--- src/rtl/debug_cmd_sequencer_pkg.sv ---
// debug_cmd_sequencer_pkg: opcodes, request encoding, FSM states and helpers shared with the debug receiver
package debug_cmd_sequencer_pkg;

  localparam int unsigned OPC_NOP     = 0;
  localparam int unsigned OPC_ADDR    = 1;
  localparam int unsigned OPC_LDATA   = 2;
  localparam int unsigned OPC_HDATA   = 3;
  localparam int unsigned OPC_PC      = 4;
  localparam int unsigned OPC_PC_LT   = 5;
  localparam int unsigned OPC_INST_LT = 6;

  localparam int unsigned N_WR_CMDS = 4;

  typedef enum logic [1:0] {
    REQ_WRITE      = 2'd0,
    REQ_RD_PC      = 2'd1,
    REQ_RD_PC_LT   = 2'd2,
    REQ_RD_INST_LT = 2'd3
  } req_op_e;

  typedef enum logic [1:0] {
    IDLE    = 2'd0,
    SEND_HI = 2'd1,
    SEND_LO = 2'd2,
    WAIT_RD = 2'd3
  } seq_state_e;

  function automatic int unsigned max3(input int unsigned a, input int unsigned b, input int unsigned c);
    int unsigned m;
    m = (a > b) ? a : b;
    return (m > c) ? m : c;
  endfunction

  // read request codes 1..3 map onto the consecutive opcodes PC, PC_LT, INST_LT
  function automatic int unsigned rd_opcode(input req_op_e op);
    return OPC_PC + int'(op) - 1;
  endfunction

endpackage

--- src/rtl/debug_cmd_sequencer_phase_counter.sv ---
// dbg_phase_counter: loadable down-counter that stops at zero and flags terminal count
module dbg_phase_counter #(
  parameter int CW = 2
) (
  input  logic          i_clk,
  input  logic          i_rst_n,
  input  logic          i_load,
  input  logic [CW-1:0] i_load_val,
  output logic          o_tc
);

  logic [CW-1:0] r_count;

  // load on phase entry, otherwise count down and park at zero
  always_ff @(posedge i_clk or negedge i_rst_n) begin
    if (!i_rst_n) r_count <= '0;
    else if (i_load) r_count <= i_load_val;
    else if (r_count != '0) r_count <= r_count - CW'(1);
  end

  assign o_tc = (r_count == '0);

endmodule

--- src/rtl/debug_cmd_sequencer.sv ---
// debug_cmd_sequencer: turns write/read requests into timed command strobes for the debug receiver
module debug_cmd_sequencer
  import debug_cmd_sequencer_pkg::*;
#(
  parameter int NB_BITS  = 32,
  parameter int NB_DATA  = 16,
  parameter int NB_ADDR  = 10,
  parameter int HOLD_CYC = 2,
  parameter int GAP_CYC  = 2,
  parameter int RD_LAT   = 2
) (
  input  logic               i_clk,
  input  logic               i_rst_n,
  input  logic               i_req_valid,
  output logic               o_req_ready,
  input  logic [1:0]         i_req_op,
  input  logic [NB_ADDR-1:0] i_req_addr,
  input  logic [NB_BITS-1:0] i_req_data,
  output logic [NB_BITS-1:0] o_cmd,
  output logic               o_cmd_valid,
  input  logic [NB_BITS-1:0] i_dbg_data,
  output logic [NB_BITS-1:0] o_rd_data,
  output logic               o_rd_valid,
  output logic               o_busy
);

  localparam int NB_OPC = NB_BITS - NB_DATA;
  localparam int CW     = $clog2(max3(HOLD_CYC, GAP_CYC, RD_LAT) + 1);

  seq_state_e         r_state, w_state;
  req_op_e            r_op, w_src_op;
  logic [NB_ADDR-1:0] r_addr, w_src_addr;
  logic [NB_BITS-1:0] r_data, w_src_data;
  logic [NB_BITS-1:0] r_cmd, r_rd_data;
  logic [1:0]         r_idx, w_src_idx;
  logic               r_rd_valid;
  logic               w_accept, w_next_cmd, w_sample, w_load, w_tc;
  logic [CW-1:0]      w_load_val;
  logic [NB_OPC-1:0]  w_opc;
  logic [NB_DATA-1:0] w_payload;

  dbg_phase_counter #(.CW(CW)) u_phase (
    .i_clk      (i_clk),
    .i_rst_n    (i_rst_n),
    .i_load     (w_load),
    .i_load_val (w_load_val),
    .o_tc       (w_tc)
  );

  // state register
  always_ff @(posedge i_clk or negedge i_rst_n) begin
    if (!i_rst_n) r_state <= IDLE;
    else r_state <= w_state;
  end

  // next state, phase counter loads and command/sample strobes
  always_comb begin
    w_state    = r_state;
    w_load     = 1'b0;
    w_load_val = '0;
    w_accept   = 1'b0;
    w_next_cmd = 1'b0;
    w_sample   = 1'b0;
    case (r_state)
      IDLE: if (i_req_valid) begin
        w_state    = SEND_HI;
        w_load     = 1'b1;
        w_load_val = CW'(HOLD_CYC - 1);
        w_accept   = 1'b1;
      end
      SEND_HI: if (w_tc) begin
        w_state    = SEND_LO;
        w_load     = 1'b1;
        w_load_val = CW'(GAP_CYC - 1);
      end
      SEND_LO: if (w_tc) begin
        if (r_op != REQ_WRITE) begin
          w_state    = WAIT_RD;
          w_load     = 1'b1;
          w_load_val = CW'(RD_LAT - 1);
        end else if (r_idx == 2'(N_WR_CMDS - 1)) begin
          w_state = IDLE;
        end else begin
          w_state    = SEND_HI;
          w_load     = 1'b1;
          w_load_val = CW'(HOLD_CYC - 1);
          w_next_cmd = 1'b1;
        end
      end
      WAIT_RD: if (w_tc) begin
        w_state  = IDLE;
        w_sample = 1'b1;
      end
      default: w_state = IDLE;
    endcase
  end

  // build the command about to be emitted; on acceptance it comes straight from the request inputs
  always_comb begin
    w_src_op   = w_accept ? req_op_e'(i_req_op) : r_op;
    w_src_addr = w_accept ? i_req_addr : r_addr;
    w_src_data = w_accept ? i_req_data : r_data;
    w_src_idx  = w_accept ? 2'd0 : r_idx + 2'd1;
    w_opc      = (w_src_op != REQ_WRITE) ? NB_OPC'(rd_opcode(w_src_op)) :
                 (w_src_idx == 2'd0)     ? NB_OPC'(OPC_ADDR) :
                 (w_src_idx == 2'd1)     ? NB_OPC'(OPC_LDATA) :
                 (w_src_idx == 2'd2)     ? NB_OPC'(OPC_HDATA) : NB_OPC'(OPC_NOP);
    w_payload  = (w_src_op != REQ_WRITE) ? '0 :
                 (w_src_idx == 2'd0)     ? NB_DATA'(w_src_addr) :
                 (w_src_idx == 2'd1)     ? w_src_data[NB_DATA-1:0] :
                 (w_src_idx == 2'd2)     ? NB_DATA'(w_src_data[NB_BITS-1:NB_DATA]) : '0;
  end

  // request capture, command register (changes only on SEND_HI entry) and readback capture
  always_ff @(posedge i_clk or negedge i_rst_n) begin
    if (!i_rst_n) begin
      r_op       <= REQ_WRITE;
      r_addr     <= '0;
      r_data     <= '0;
      r_idx      <= '0;
      r_cmd      <= '0;
      r_rd_data  <= '0;
      r_rd_valid <= 1'b0;
    end else begin
      if (w_accept) begin
        r_op   <= w_src_op;
        r_addr <= i_req_addr;
        r_data <= i_req_data;
      end
      if (w_accept || w_next_cmd) begin
        r_idx <= w_src_idx;
        r_cmd <= {w_opc, w_payload};
      end
      if (w_sample) r_rd_data <= i_dbg_data;
      r_rd_valid <= w_sample;
    end
  end

  assign o_req_ready = (r_state == IDLE);
  assign o_busy      = ~o_req_ready;
  assign o_cmd_valid = (r_state == SEND_HI);
  assign o_cmd       = r_cmd;
  assign o_rd_data   = r_rd_data;
  assign o_rd_valid  = r_rd_valid;

endmodule

--- config.mk ---
export PLATFORM = sky130hd
export DESIGN_NAME = debug_cmd_sequencer
export DESIGN_NICKNAME = d
export VERILOG_FILES = /design/src/rtl/debug_cmd_sequencer_pkg.sv /design/src/rtl/debug_cmd_sequencer_phase_counter.sv /design/src/rtl/debug_cmd_sequencer.sv
export SDC_FILE = /design/constraint.sdc
export NUM_CORES = 1
export LEC_CHECK = 0
export ABC_CLOCK_PERIOD_IN_PS = 6700
export CAP_MARGIN = 15
export CORE_AREA = 2 2 97 99
export CTS_BUF_LIST = sky130_fd_sc_hd__clkbuf_4
export CTS_CLUSTER_DIAMETER = 100
export CTS_CLUSTER_SIZE = 16
export DETAILED_ROUTE_END_ITERATION = 12
export DIE_AREA = 0 0 99 101
export PLACE_DENSITY = 0.85
export RECOVER_POWER = 100
export SYNTH_ARGS = -nofsm -noshare
export SYNTH_HDL_FRONTEND = slang
export SYNTH_SLANG_ARGS = --single-unit
--- constraint.sdc ---
create_clock -name i_clk -period 6.7 [get_ports i_clk]
set_clock_uncertainty 0.1 [all_clocks]
set_input_delay 1.34 -clock i_clk [delete_from_list [all_inputs] [get_ports i_clk]]
set_output_delay 1.34 -clock i_clk [all_outputs]
set_load 0.02 [all_outputs]
==> flow_summary.json, run 1 <==
{
  "cts_made_buffers": 9,
  "initial_core_util_pct": 49.17,
  "final-max-slew-violation-count": 103,
  "worstHoldPathCells": 1,
  "tns_ns": 0,
  "min-delay-path-class": "flop to flop",
  "gp_congestion": 0.8142,
  "timing.critical_path.required_ns": 6.94,
  "unrepaired_setup_endpoints_after_global_routing": "no",
  "drt_pass1_iterations": 4,
  "number_of_global_route_vias_before_repair": 3063,
  "post_route_cells_drive_above_1_share_pct": 16.15,
  "share_of_the_synthesized_netlist_area_taken_by_xor_and_xnor_gates_pct": 0.1984,
  "design.die.area_um2": 9999,
  "post_cts_resized": 0,
  "grt_antenna_before_repair": 0,
  "die_width_um": 99,
  "grt_usage_pct": 19.98,
  "drc_violations_left": 0,
  "report.final.setup_viol": 0,
  "dp_hpwl_um": 7269,
  "fin_worst_hold_slack_ns": 0.4043,
  "final_cell_mix": "sky130_fd_sc_hd__dfrtp_1, sky130_fd_sc_hd__clkdlybuf4s50_1, sky130_fd_sc_hd__dlygate4sd3_1",
  "number_of_nets_with_antenna_violations_after_routing": 0,
  "p_leak_uw": 0.002547,
  "grt_pass1_wl_um": 15440,
  "worst_skew_pair.late_latency_ns": 0.43,
  "ys.warnings.count": 0,
  "run_status": "complete, but fails checks",
  "synth_top_family_by_area": "multiplexers",
  "min_from": "r_data[14]$_DFF_PN0_",
  "irDropWorstVdd_mv": 0.2464,
  "synth.mux.area_fraction_pct": 19.64,
  "cap_viol_max_count": 3,
  "failed_checks": "max-capacitance violations, max-slew violations",
  "critical_path.reg2reg.startpoint": "r_state[1]$_DFFE_PN0P_",
  "die_height_um": 101,
  "postCtsSetupRepairBufs": 0,
  "fin_crit_ns": 3.964,
  "fmax_mhz": 252.2,
  "multi_input_gate_area_um2": 1613,
  "criticalPathCategory": "input pin to flop",
  "layout.cells.most_common": "sky130_fd_sc_hd__dfrtp_1",
  "hold_violation_count_in_the_final_report": 0,
  "grt_start_max_net_pins": 57,
  "final_nets": 531,
  "synthToLayoutAreaGrowth_pct": 31.97,
  "cts-root-buf": "sky130_fd_sc_hd__clkbuf_4",
  "area_taken_by_flip_flops_and_latches_um2": 2552,
  "drt-vias-per-instance": 5.250,
  "ctsHtreeMaxLevel": 3,
  "power_density_nw_per_um2": 450.7,
  "cts_buffer_depth": 2,
  "mappedNetlistArea_um2": 4414,
  "numPortBuffers": 133,
  "synth-seq-cells": 102,
  "finalNonFillerCells": 563,
  "synth_enable_flop_cells": 0,
  "synth-adder-area-share_pct": 1.417,
  "final.period_utilization_pct": 59.17,
  "finalWirelength_um": 9710,
  "yosys.cell_types.count": 41,
  "slew_headroom_pct": -60.73,
  "rr_worst_depth": 8,
  "compound_cell_area_share_of_the_yosys_netlist_pct": 10.49,
  "largest_driver_fanout_on_the_critical_path": 17,
  "cts_tree": "built",
  "post_synth_and_or_nand_nor_area_fraction_pct": 4.563,
  "worst_pin_slew_ns": 2.411,
  "r2r_setup_slack_ns": 3.78,
  "final_layout_fill_cell_count": 683,
  "clk_pin_slew_ns": 0.15,
  "critical_path.startpoint_type": "input pin",
  "async_flop_share_pct": 100.0,
  "pin_count": 147,
  "placedCellCount": 546,
  "utilization_after_layout_pct": 64.89,
  "std_cell_core_area_um2": 8977,
  "min_to": "r_data[14]$_DFF_PN0_",
  "grt_overflow_total": 0,
  "clock_sinks": 102,
  "post_drt_wl_per_cell_um": 17.25,
  "postSynthAreaPerCell_um2": 13.84,
  "critPathCaptureType": "flop",
  "yosys_most_used_dff": "sky130_fd_sc_hd__dfrtp_1",
  "antennaDiodeCount": 0,
  "syn_inst": 319,
  "worstReg2RegEnd": "o_cmd[8]$_DFFE_PN0P_",
  "power.total_uw": 2626,
  "first_iter_violations": 191,
  "cts_hold_repair.buffers": 0,
  "timing.critical_path.arrival_ns": 4.20,
  "synth_sequential_area_ratio_pct": 57.82,
  "vias": 2956,
  "rows": 35
}
[area by class of cell]
type / instances / share of cell area, %
clock inverters: 6 / 1.181
multi-input cells: 189 / 27.68
well taps: 111 / 2.384
flip-flops and latches: 102 / 43.81
repair buffers: 137 / 23.13
inverters: 8 / 0.5155
clock buffers: 10 / 1.289
[registers in the layout (all words and copies together), names as in the netlist]
signal           count
o_cmd               19
r_state              2
r_op                 2
r_addr              10
u_phase.r_count      2
o_rd_data           32
o_rd_valid           1
r_idx                2
r_data              32
[power breakdown]
group	total [µW]	leakage [µW]	switching (µW)	internal, µW
clock network	322	0.0000774	201	121
registers	1040	0.00123	129	909
logic	1260	0.00124	648	617
total	2630	0.00255	978	1650
[cell usage after synthesis, types with 2 or more instances]
master | n | share of area (%)
sky130_fd_sc_hd__nor2b_1 | 3 | 0.43
sky130_fd_sc_hd__a221o_1 | 10 | 2.3
sky130_fd_sc_hd__inv_1 | 7 | 0.60
sky130_fd_sc_hd__mux2_1 | 5 | 1.3
sky130_fd_sc_hd__nand2_1 | 18 | 1.5
sky130_fd_sc_hd__buf_4 | 15 | 2.6
sky130_fd_sc_hd__mux2_2 | 64 | 16
sky130_fd_sc_hd__mux2_4 | 6 | 2.0
sky130_fd_sc_hd__a21oi_1 | 5 | 0.57
sky130_fd_sc_hd__o21ai_1 | 6 | 0.68
sky130_fd_sc_hd__a22oi_1 | 6 | 1.0
sky130_fd_sc_hd__buf_6 | 4 | 1.0
sky130_fd_sc_hd__ha_1 | 5 | 1.4
sky130_fd_sc_hd__a22o_1 | 11 | 2.2
sky130_fd_sc_hd__nand3_1 | 2 | 0.23
sky130_fd_sc_hd__nand2b_1 | 2 | 0.28
sky130_fd_sc_hd__clkbuf_1 | 9 | 0.77
sky130_fd_sc_hd__buf_2 | 2 | 0.23
sky130_fd_sc_hd__nor2_1 | 7 | 0.60
sky130_fd_sc_hd__dfrtp_1 | 102 | 58
sky130_fd_sc_hd__o21ba_2 | 10 | 2.3
[cells by family after synthesis]
kind of cell             count (synthesis)
AO/OA/AOI/OAI                           56
XOR/XNOR                                 1
adder cells (fa/ha/maj)                  5
buffers and inverters                   40
flip-flops                             102
multiplexers                            75
other                                    1
AND/OR/NAND/NOR                         39
[worst max-delay path, cell delays in order]
cell	delay (ns)
sky130_fd_sc_hd__dlygate4sd3_1	0.57
sky130_fd_sc_hd__nor3b_1	0.16
sky130_fd_sc_hd__or2_2	0.32
sky130_fd_sc_hd__inv_1	0.07
sky130_fd_sc_hd__ha_1	0.57
sky130_fd_sc_hd__nor2b_1	0.27
sky130_fd_sc_hd__clkbuf_1	0.31
sky130_fd_sc_hd__a221o_1	0.40
sky130_fd_sc_hd__a22o_1	0.20
[worst max path at each step]
stage                                end  slack, ns         from  depth (start not counted)
floorplan           o_cmd[0]$_DFFE_PN0P_       3.08  i_req_valid                         12
global placement    o_cmd[2]$_DFFE_PN0P_       2.50  i_req_valid                          8
detailed placement  o_cmd[3]$_DFFE_PN0P_       2.42  i_req_valid                          8
CTS                 o_cmd[3]$_DFFE_PN0P_       2.88  i_req_valid                          8
global route        o_cmd[8]$_DFFE_PN0P_       2.53  i_req_valid                          9
finish              o_cmd[8]$_DFFE_PN0P_       2.74  i_req_valid                          9
[through the flow]
step	setup slack, ns	area (µm²)
detailed placement	2.420	5728
global route	2.533	5826
global placement	2.496	5728
finish	2.736	5826
CTS	2.876	5872
floorplan	3.077	4459
[metal layers]
| layer | GRT usage [%] | wire length [µm] | up-vias |
|---|---|---|---|
| li1 | - | - | 1365 |
| met1 | 26.26 | 3958 | 1485 |
| met2 | 33.68 | 5149 | 88 |
| met3 | 2.497 | 384 | 18 |
| met4 | 8.535 | 218 | 0 |
| met5 | 0 | 0 | - |
(Power assumes the default switching activity.)
==> inputs of run 2 (changes only) <==
--- a/config.mk
+++ b/config.mk
@@ -5,15 +5,15 @@
 export SDC_FILE = /design/constraint.sdc
 export NUM_CORES = 1
 export LEC_CHECK = 0
-export ABC_CLOCK_PERIOD_IN_PS = 6700
+export ABC_CLOCK_PERIOD_IN_PS = 3800
 export CAP_MARGIN = 15
-export CORE_AREA = 2 2 97 99
+export CORE_AREA = 2 2 100 102
 export CTS_BUF_LIST = sky130_fd_sc_hd__clkbuf_4
 export CTS_CLUSTER_DIAMETER = 100
 export CTS_CLUSTER_SIZE = 16
 export DETAILED_ROUTE_END_ITERATION = 12
-export DIE_AREA = 0 0 99 101
-export PLACE_DENSITY = 0.85
+export DIE_AREA = 0 0 102 104
+export PLACE_DENSITY = 0.8
 export RECOVER_POWER = 100
 export SYNTH_ARGS = -nofsm -noshare
 export SYNTH_HDL_FRONTEND = slang
==> constraint.sdc (replaced) <==
create_clock -name i_clk -period 3.8 [get_ports i_clk]
set_clock_uncertainty 0.1 [all_clocks]
set_input_delay 0.76 -clock i_clk [delete_from_list [all_inputs] [get_ports i_clk]]
set_output_delay 0.76 -clock i_clk [all_outputs]
set_load 0.02 [all_outputs]
==> run 2 against run 1 <==
Against the previous run:
- the flow still finishes with violations (max-capacitance violations, max-slew violations)
- via count rose by 0.64%
- utilization decreased by 3.2 points
- sequential power up 75%
- register-to-register slack got worse by 2.7 ns
- sequential share of layout area decreased by 0.49 points
- global-route usage decreased by 0.74 points
- clock-buffer cell count is the same
- worst hold slack is essentially flat
- critical path depth decreased by 2
- die area rose by 6.1%
- combinational power rose by 79%
- largest cell class unchanged
- highest routed layer unchanged
==> flow_summary.json, run 2 (same netlist as run 1, synthesis figures left out) <==
{
  "pin_count": 147,
  "dr_wl_met2_um": 4966,
  "rr_worst_depth": 5,
  "irDropWorstVdd_mv": 0.3836,
  "postCtsSetupRepairBufs": 0,
  "clock_sinks": 102,
  "min-delay-path-class": "flop to flop",
  "slew_headroom_pct": -59.26,
  "drc_violations_left": 0,
  "grt_usage_pct": 19.24,
  "final-max-slew-violation-count": 79,
  "p_leak_uw": 0.002562,
  "cts_made_buffers": 9,
  "finalWirelength_um": 9764,
  "critical_path.reg2reg.startpoint": "u_phase.r_count[0]$_DFFE_PN0P_",
  "report.final.setup_viol": 0,
  "finalNonFillerCells": 590,
  "min_from": "r_data[14]$_DFF_PN0_",
  "run_status": "complete, but fails checks",
  "die_height_um": 104,
  "placedCellCount": 572,
  "design.die.area_um2": 10610,
  "timing.critical_path.required_ns": 4.02,
  "drt_pass1_iterations": 4,
  "hold_violation_count_in_the_final_report": 0,
  "gp_congestion": 0.7708,
  "cts_tree": "built",
  "ctsHtreeMaxLevel": 3,
  "rows": 36,
  "largest_driver_fanout_on_the_critical_path": 12,
  "post_drt_wl_per_cell_um": 16.55,
  "multi_input_gate_area_um2": 1617,
  "cts-root-buf": "sky130_fd_sc_hd__clkbuf_4",
  "grt_overflow_total": 0,
  "criticalPathCategory": "input pin to flop",
  "number_of_nets_with_antenna_violations_after_routing": 0,
  "startpoint": "i_req_valid",
  "post_dp_cell_area_um2": 5786,
  "initial_core_util_pct": 46.23,
  "layout.cells.most_common": "sky130_fd_sc_hd__dfrtp_1",
  "number_of_global_route_vias_before_repair": 3117,
  "critical_path.startpoint_type": "input pin",
  "worstHoldPathCells": 1,
  "worst_skew_pair.late_latency_ns": 0.43,
  "area_taken_by_flip_flops_and_latches_um2": 2552,
  "failed_checks": "max-capacitance violations, max-slew violations",
  "unrepaired_setup_endpoints_after_global_routing": "no",
  "grt_antenna_before_repair": 1,
  "utilization_after_layout_pct": 61.70,
  "post_route_cells_drive_above_1_share_pct": 16.23,
  "final_layout_fill_cell_count": 783,
  "cts_buffer_depth": 2,
  "cap_viol_max_count": 2,
  "vias": 2975,
  "fin_crit_ns": 2.919,
  "clk_pin_slew_ns": 0.14,
  "fmax_mhz": 342.6,
  "grt_start_max_net_pins": 90,
  "first_iter_violations": 131,
  "synthToLayoutAreaGrowth_pct": 33.48,
  "tns_ns": 0,
  "final_nets": 535,
  "critPathCaptureType": "flop",
  "detail_route.wirelength.met1_um": 4136,
  "topRoutingLayerUsed": "met4",
  "post_cts_resized": 0,
  "numPortBuffers": 133,
  "final.period_utilization_pct": 76.80,
  "met3_length_um": 441,
  "place_ws_ns": 0.6077,
  "worst_pin_slew_ns": 2.389,
  "die_width_um": 102,
  "final_cell_mix": "sky130_fd_sc_hd__dfrtp_1, sky130_fd_sc_hd__clkdlybuf4s50_1, sky130_fd_sc_hd__dlygate4sd3_1",
  "dp_hpwl_um": 7152,
  "drt-vias-per-instance": 5.042,
  "std_cell_core_area_um2": 9549,
  "grt_pass1_wl_um": 16050,
  "timing.critical_path.arrival_ns": 3.14,
  "layout_setup_ws_ns": 0.8815,
  "power_density_nw_per_um2": 787.4,
  "final_cell_area_um2": 5892,
  "cts_hold_repair.buffers": 0
}
## run 2: cell count changes in the layout (fill, tap and decap cells not counted)
cell / before / now
sky130_fd_sc_hd__buf_4: 2 / 4
sky130_fd_sc_hd__inv_6: 2 / 0
sky130_fd_sc_hd__mux2_1: 33 / 35
sky130_fd_sc_hd__mux2_2: 42 / 40
sky130_fd_sc_hd__a21oi_1: 5 / 4
sky130_fd_sc_hd__a21oi_2: 0 / 1
sky130_fd_sc_hd__buf_12: 0 / 1
sky130_fd_sc_hd__clkbuf_1: 3 / 4
sky130_fd_sc_hd__clkinv_1: 1 / 2
sky130_fd_sc_hd__clkinvlp_4: 1 / 2
sky130_fd_sc_hd__diode_2: 0 / 1
## run 2: layout make-up
type	instances	area share (%)
multi-input combinational	189	27.44
clock inverter	6	1.062
tap	133	2.824
timing repair buffer	141	23.53
sequential	102	43.32
antenna	1	0.04247
inverter	8	0.5097
clock buffer	10	1.274
## run 2: where the power goes
group | switching (µW) | internal (µW) | leakage (µW)
clock | 344 | 206 | 0.0000700
sequential | 221 | 1600 | 0.00123
combinational | 1160 | 1100 | 0.00126
total | 1730 | 2910 | 0.00256
## run 2: worst paths after layout
kind | end | slack [ns]
min in group asynchronous | r_data[5]$_DFF_PN0_ | 0.94
setup reg to reg | o_rd_data[2]$_DFFE_PN0P_ | 1.07
max in group asynchronous | o_rd_data[2]$_DFFE_PN0P_ | 1.30
hold reg to reg | r_data[14]$_DFF_PN0_ | 0.40
hold / removal | r_data[14]$_DFF_PN0_ | 0.40
setup / recovery | o_cmd[5]$_DFFE_PN0P_ | 0.88
## run 2: through the flow
stage	hold slack, ns	total power (µW)
after floorplan	0.3551	3391
after global placement	0.3670	4259
after detailed placement	0.3763	4333
after CTS	0.4081	4885
after global routing	0.4226	4937
final	0.4043	4639
## run 2: worst max-delay path, cell delays in order
cell and delay (ns):
sky130_fd_sc_hd__dlygate4sd3_1 0.57, sky130_fd_sc_hd__nor3b_1 0.27, sky130_fd_sc_hd__or2_2 0.21, sky130_fd_sc_hd__ha_1 0.46
sky130_fd_sc_hd__clkinv_1 0.39, sky130_fd_sc_hd__o21ba_2 0.31, sky130_fd_sc_hd__a22o_1 0.18
## run 2: routing by layer
layer | GRT usage, % | up-vias
li1 | - | 1375
met1 | 25.34 | 1493
met2 | 31.67 | 88
met3 | 2.890 | 19
met4 | 7.810 | 0
met5 | 0 | -
==> inputs of run 3 (changes only) <==
--- a/config.mk
+++ b/config.mk
@@ -5,15 +5,15 @@
 export SDC_FILE = /design/constraint.sdc
 export NUM_CORES = 1
 export LEC_CHECK = 0
-export ABC_CLOCK_PERIOD_IN_PS = 3800
+export ABC_CLOCK_PERIOD_IN_PS = 2550
 export CAP_MARGIN = 15
-export CORE_AREA = 2 2 100 102
+export CORE_AREA = 2 2 105 107
 export CTS_BUF_LIST = sky130_fd_sc_hd__clkbuf_4
 export CTS_CLUSTER_DIAMETER = 100
 export CTS_CLUSTER_SIZE = 16
 export DETAILED_ROUTE_END_ITERATION = 12
-export DIE_AREA = 0 0 102 104
-export PLACE_DENSITY = 0.8
+export DIE_AREA = 0 0 107 109
+export PLACE_DENSITY = 0.76
 export RECOVER_POWER = 100
 export SYNTH_ARGS = -nofsm -noshare
 export SYNTH_HDL_FRONTEND = slang
==> constraint.sdc (replaced) <==
create_clock -name i_clk -period 2.55 [get_ports i_clk]
set_clock_uncertainty 0.1 [all_clocks]
set_input_delay 0.51 -clock i_clk [delete_from_list [all_inputs] [get_ports i_clk]]
set_output_delay 0.51 -clock i_clk [all_outputs]
set_load 0.02 [all_outputs]
==> run 3 against run 2 <==
Against the previous run:
- the flow now finishes without violations
- sequential power is 50% higher
- via count is 1.5% higher
- design area is 1.9% higher
- register-to-register slack lost 0.87 ns
- sequential share of layout area is 0.78 points lower
- utilization fell by 5.1 points
- first-iteration DRC count down 17%
- clock power grew 52%
- combinational power increased by 54%
- wire length up 1.1%
- sequential cell count unchanged
- non-clock buffer count grew 10
- critical endpoint is now o_cmd[3]$_DFFE_PN0P_
- largest cell class unchanged
- highest routed layer unchanged
==> flow_summary.json, run 3 (same netlist as run 1, synthesis figures left out) <==
{
  "min-delay-path-class": "flop to flop",
  "hold_violation_count_in_the_final_report": 0,
  "dp_hpwl_um": 7183,
  "clk_pin_slew_ns": 0.17,
  "numPortBuffers": 133,
  "criticalPathCategory": "input pin to flop",
  "cts-root-buf": "sky130_fd_sc_hd__clkbuf_4",
  "cts_tree": "built",
  "pin_count": 147,
  "cts_made_buffers": 9,
  "final_nets": 545,
  "unrepaired_setup_endpoints_after_global_routing": "no",
  "grt_overflow_total": 0,
  "number_of_nets_with_antenna_violations_after_routing": 0,
  "final_cell_mix": "sky130_fd_sc_hd__dfrtp_1, sky130_fd_sc_hd__clkdlybuf4s50_1, sky130_fd_sc_hd__dlygate4sd3_1",
  "final-max-slew-violation-count": 0,
  "grt_pass1_wl_um": 15980,
  "final_layout_fill_cell_count": 913,
  "timing.critical_path.required_ns": 2.80,
  "initial_core_util_pct": 41.63,
  "globalRouteMet3Util_pct": 5.918,
  "largest_driver_fanout_on_the_critical_path": 52,
  "worst_pin_slew_ns": 1.453,
  "postCtsSetupRepairBufs": 0,
  "cells_traversed_along_the_worst_timing_path": "dlygate4sd3_1, nor3b_4, buf_6, mux2_2, a221o_1, a22o_1",
  "fin_crit_ns": 2.463,
  "power_density_nw_per_um2": 1170,
  "drc_violations_left": 0,
  "first_iter_violations": 109,
  "grt_util_met2_pct": 29.03,
  "number_of_global_route_vias_before_repair": 3195,
  "post_route_cells_drive_above_1_share_pct": 21.03,
  "cap_viol_max_count": 0,
  "critical_path.reg2reg.startpoint": "r_state[0]$_DFFE_PN0P_",
  "vias": 3021,
  "min_to": "o_cmd[14]$_DFFE_PN0P_",
  "worstHoldPathCells": 2,
  "rows": 38,
  "grt_util_met1_pct": 22.04,
  "drt-vias-per-instance": 4.977,
  "timing.critical_path.arrival_ns": 2.72,
  "report.final.setup_viol": 0,
  "cts_buffer_depth": 2,
  "critPathCaptureType": "flop",
  "worstReg2RegEnd": "o_cmd[3]$_DFFE_PN0P_",
  "worst_skew_pair.late_latency_ns": 0.46,
  "die_height_um": 109,
  "global_route.peak_usage_layer": "met2",
  "irDropWorstVdd_mv": 0.5601,
  "post_drt_wl_per_cell_um": 16.26,
  "synthToLayoutAreaGrowth_pct": 36.05,
  "final.period_utilization_pct": 96.57,
  "critical_path.startpoint_type": "input pin",
  "clock_sinks": 102,
  "gp_congestion": 0.7929,
  "design.die.area_um2": 11660,
  "grt_start_max_net_pins": 60,
  "p_leak_uw": 0.002617,
  "fmax_mhz": 406.1,
  "layout.cells.most_common": "sky130_fd_sc_hd__dfrtp_1",
  "r2r_setup_slack_ns": 0.20,
  "std_cell_core_area_um2": 10600,
  "die_width_um": 107,
  "multi_input_gate_area_um2": 1639,
  "critical_path.max_stage_delay_ns": 0.57,
  "timing.critical_path.slowest_stage_cell": "sky130_fd_sc_hd__dlygate4sd3_1",
  "finalWirelength_um": 9871,
  "ctsHtreeMaxLevel": 3,
  "run_status": "finished, final reports clean",
  "min_from": "o_cmd[14]$_DFFE_PN0P_",
  "grt_usage_pct": 17.68,
  "drt_pass1_iterations": 4,
  "slew_headroom_pct": 3.134,
  "grt_antenna_before_repair": 1,
  "fin_worst_hold_slack_ns": 0.4010,
  "utilization_after_layout_pct": 56.64,
  "area_taken_by_flip_flops_and_latches_um2": 2555,
  "rr_worst_depth": 5
}
## run 3: final cells by class
type                    instances  share of cell area [%]
multi-input cells             189                   27.29
clock inverters                 7                   1.292
inverters                       8                  0.5000
flip-flops and latches        102                   42.54
clock buffers                   9                   1.125
diodes                          1                 0.04167
repair buffers                151                   24.29
well taps                     140                   2.917
## run 3: through the flow
| step | TNS (ns) | std cells | area (µm²) | power, µW | setup slack [ns] |
|---|---|---|---|---|---|
| global placement | -6.474 | 589 | 5887 | 6394 | -0.4126 |
| finish | 0 | 607 | 6006 | 7030 | 0.08742 |
| detailed placement | -7.211 | 589 | 5887 | 6525 | -0.4676 |
| CTS | 0 | 606 | 6042 | 7367 | 0.01710 |
| floorplan | 0 | 331 | 4487 | 5105 | 0.01542 |
| global route | 0 | 607 | 6006 | 7517 | 0.04065 |
## run 3: critical path: cells and delay by family
kind	cells	cell delay (ns)
multiplexers	1	0.41
AO/OA/AOI/OAI	2	0.54
buffers and inverters	2	1.01
AND/OR/NAND/NOR	1	0.23
## run 3: power breakdown
group / internal (µW) / switching [µW]
combinational: 1740 / 1730
clock: 231 / 606
sequential: 2390 / 336
total: 4360 / 2670
## run 3: worst max path at each step
stage,from,to,cells after the start
CTS,r_state[0]$_DFFE_PN0P_,o_cmd_valid,2
global placement,i_req_valid,o_cmd[10]$_DFFE_PN0P_,9
floorplan,i_req_valid,o_cmd[0]$_DFFE_PN0P_,12
finish,i_req_valid,o_cmd[3]$_DFFE_PN0P_,6
global route,i_req_valid,o_cmd[12]$_DFFE_PN0P_,9
detailed placement,i_req_valid,o_cmd[2]$_DFFE_PN0P_,6
## run 3: timing repair
action / in CTS / in global routing
gates resized for setup: 0 / 5
hold endpoints to repair: 26 / 0
setup endpoints to repair: 0 / 18
hold buffers: 1 / 0
## run 3: layer usage
layer	part of all wire, %	vias up
li1	-	1393
met1	41	1510
met2	49	105
met3	8.3	13
met4	1.6	0
met5	0	-
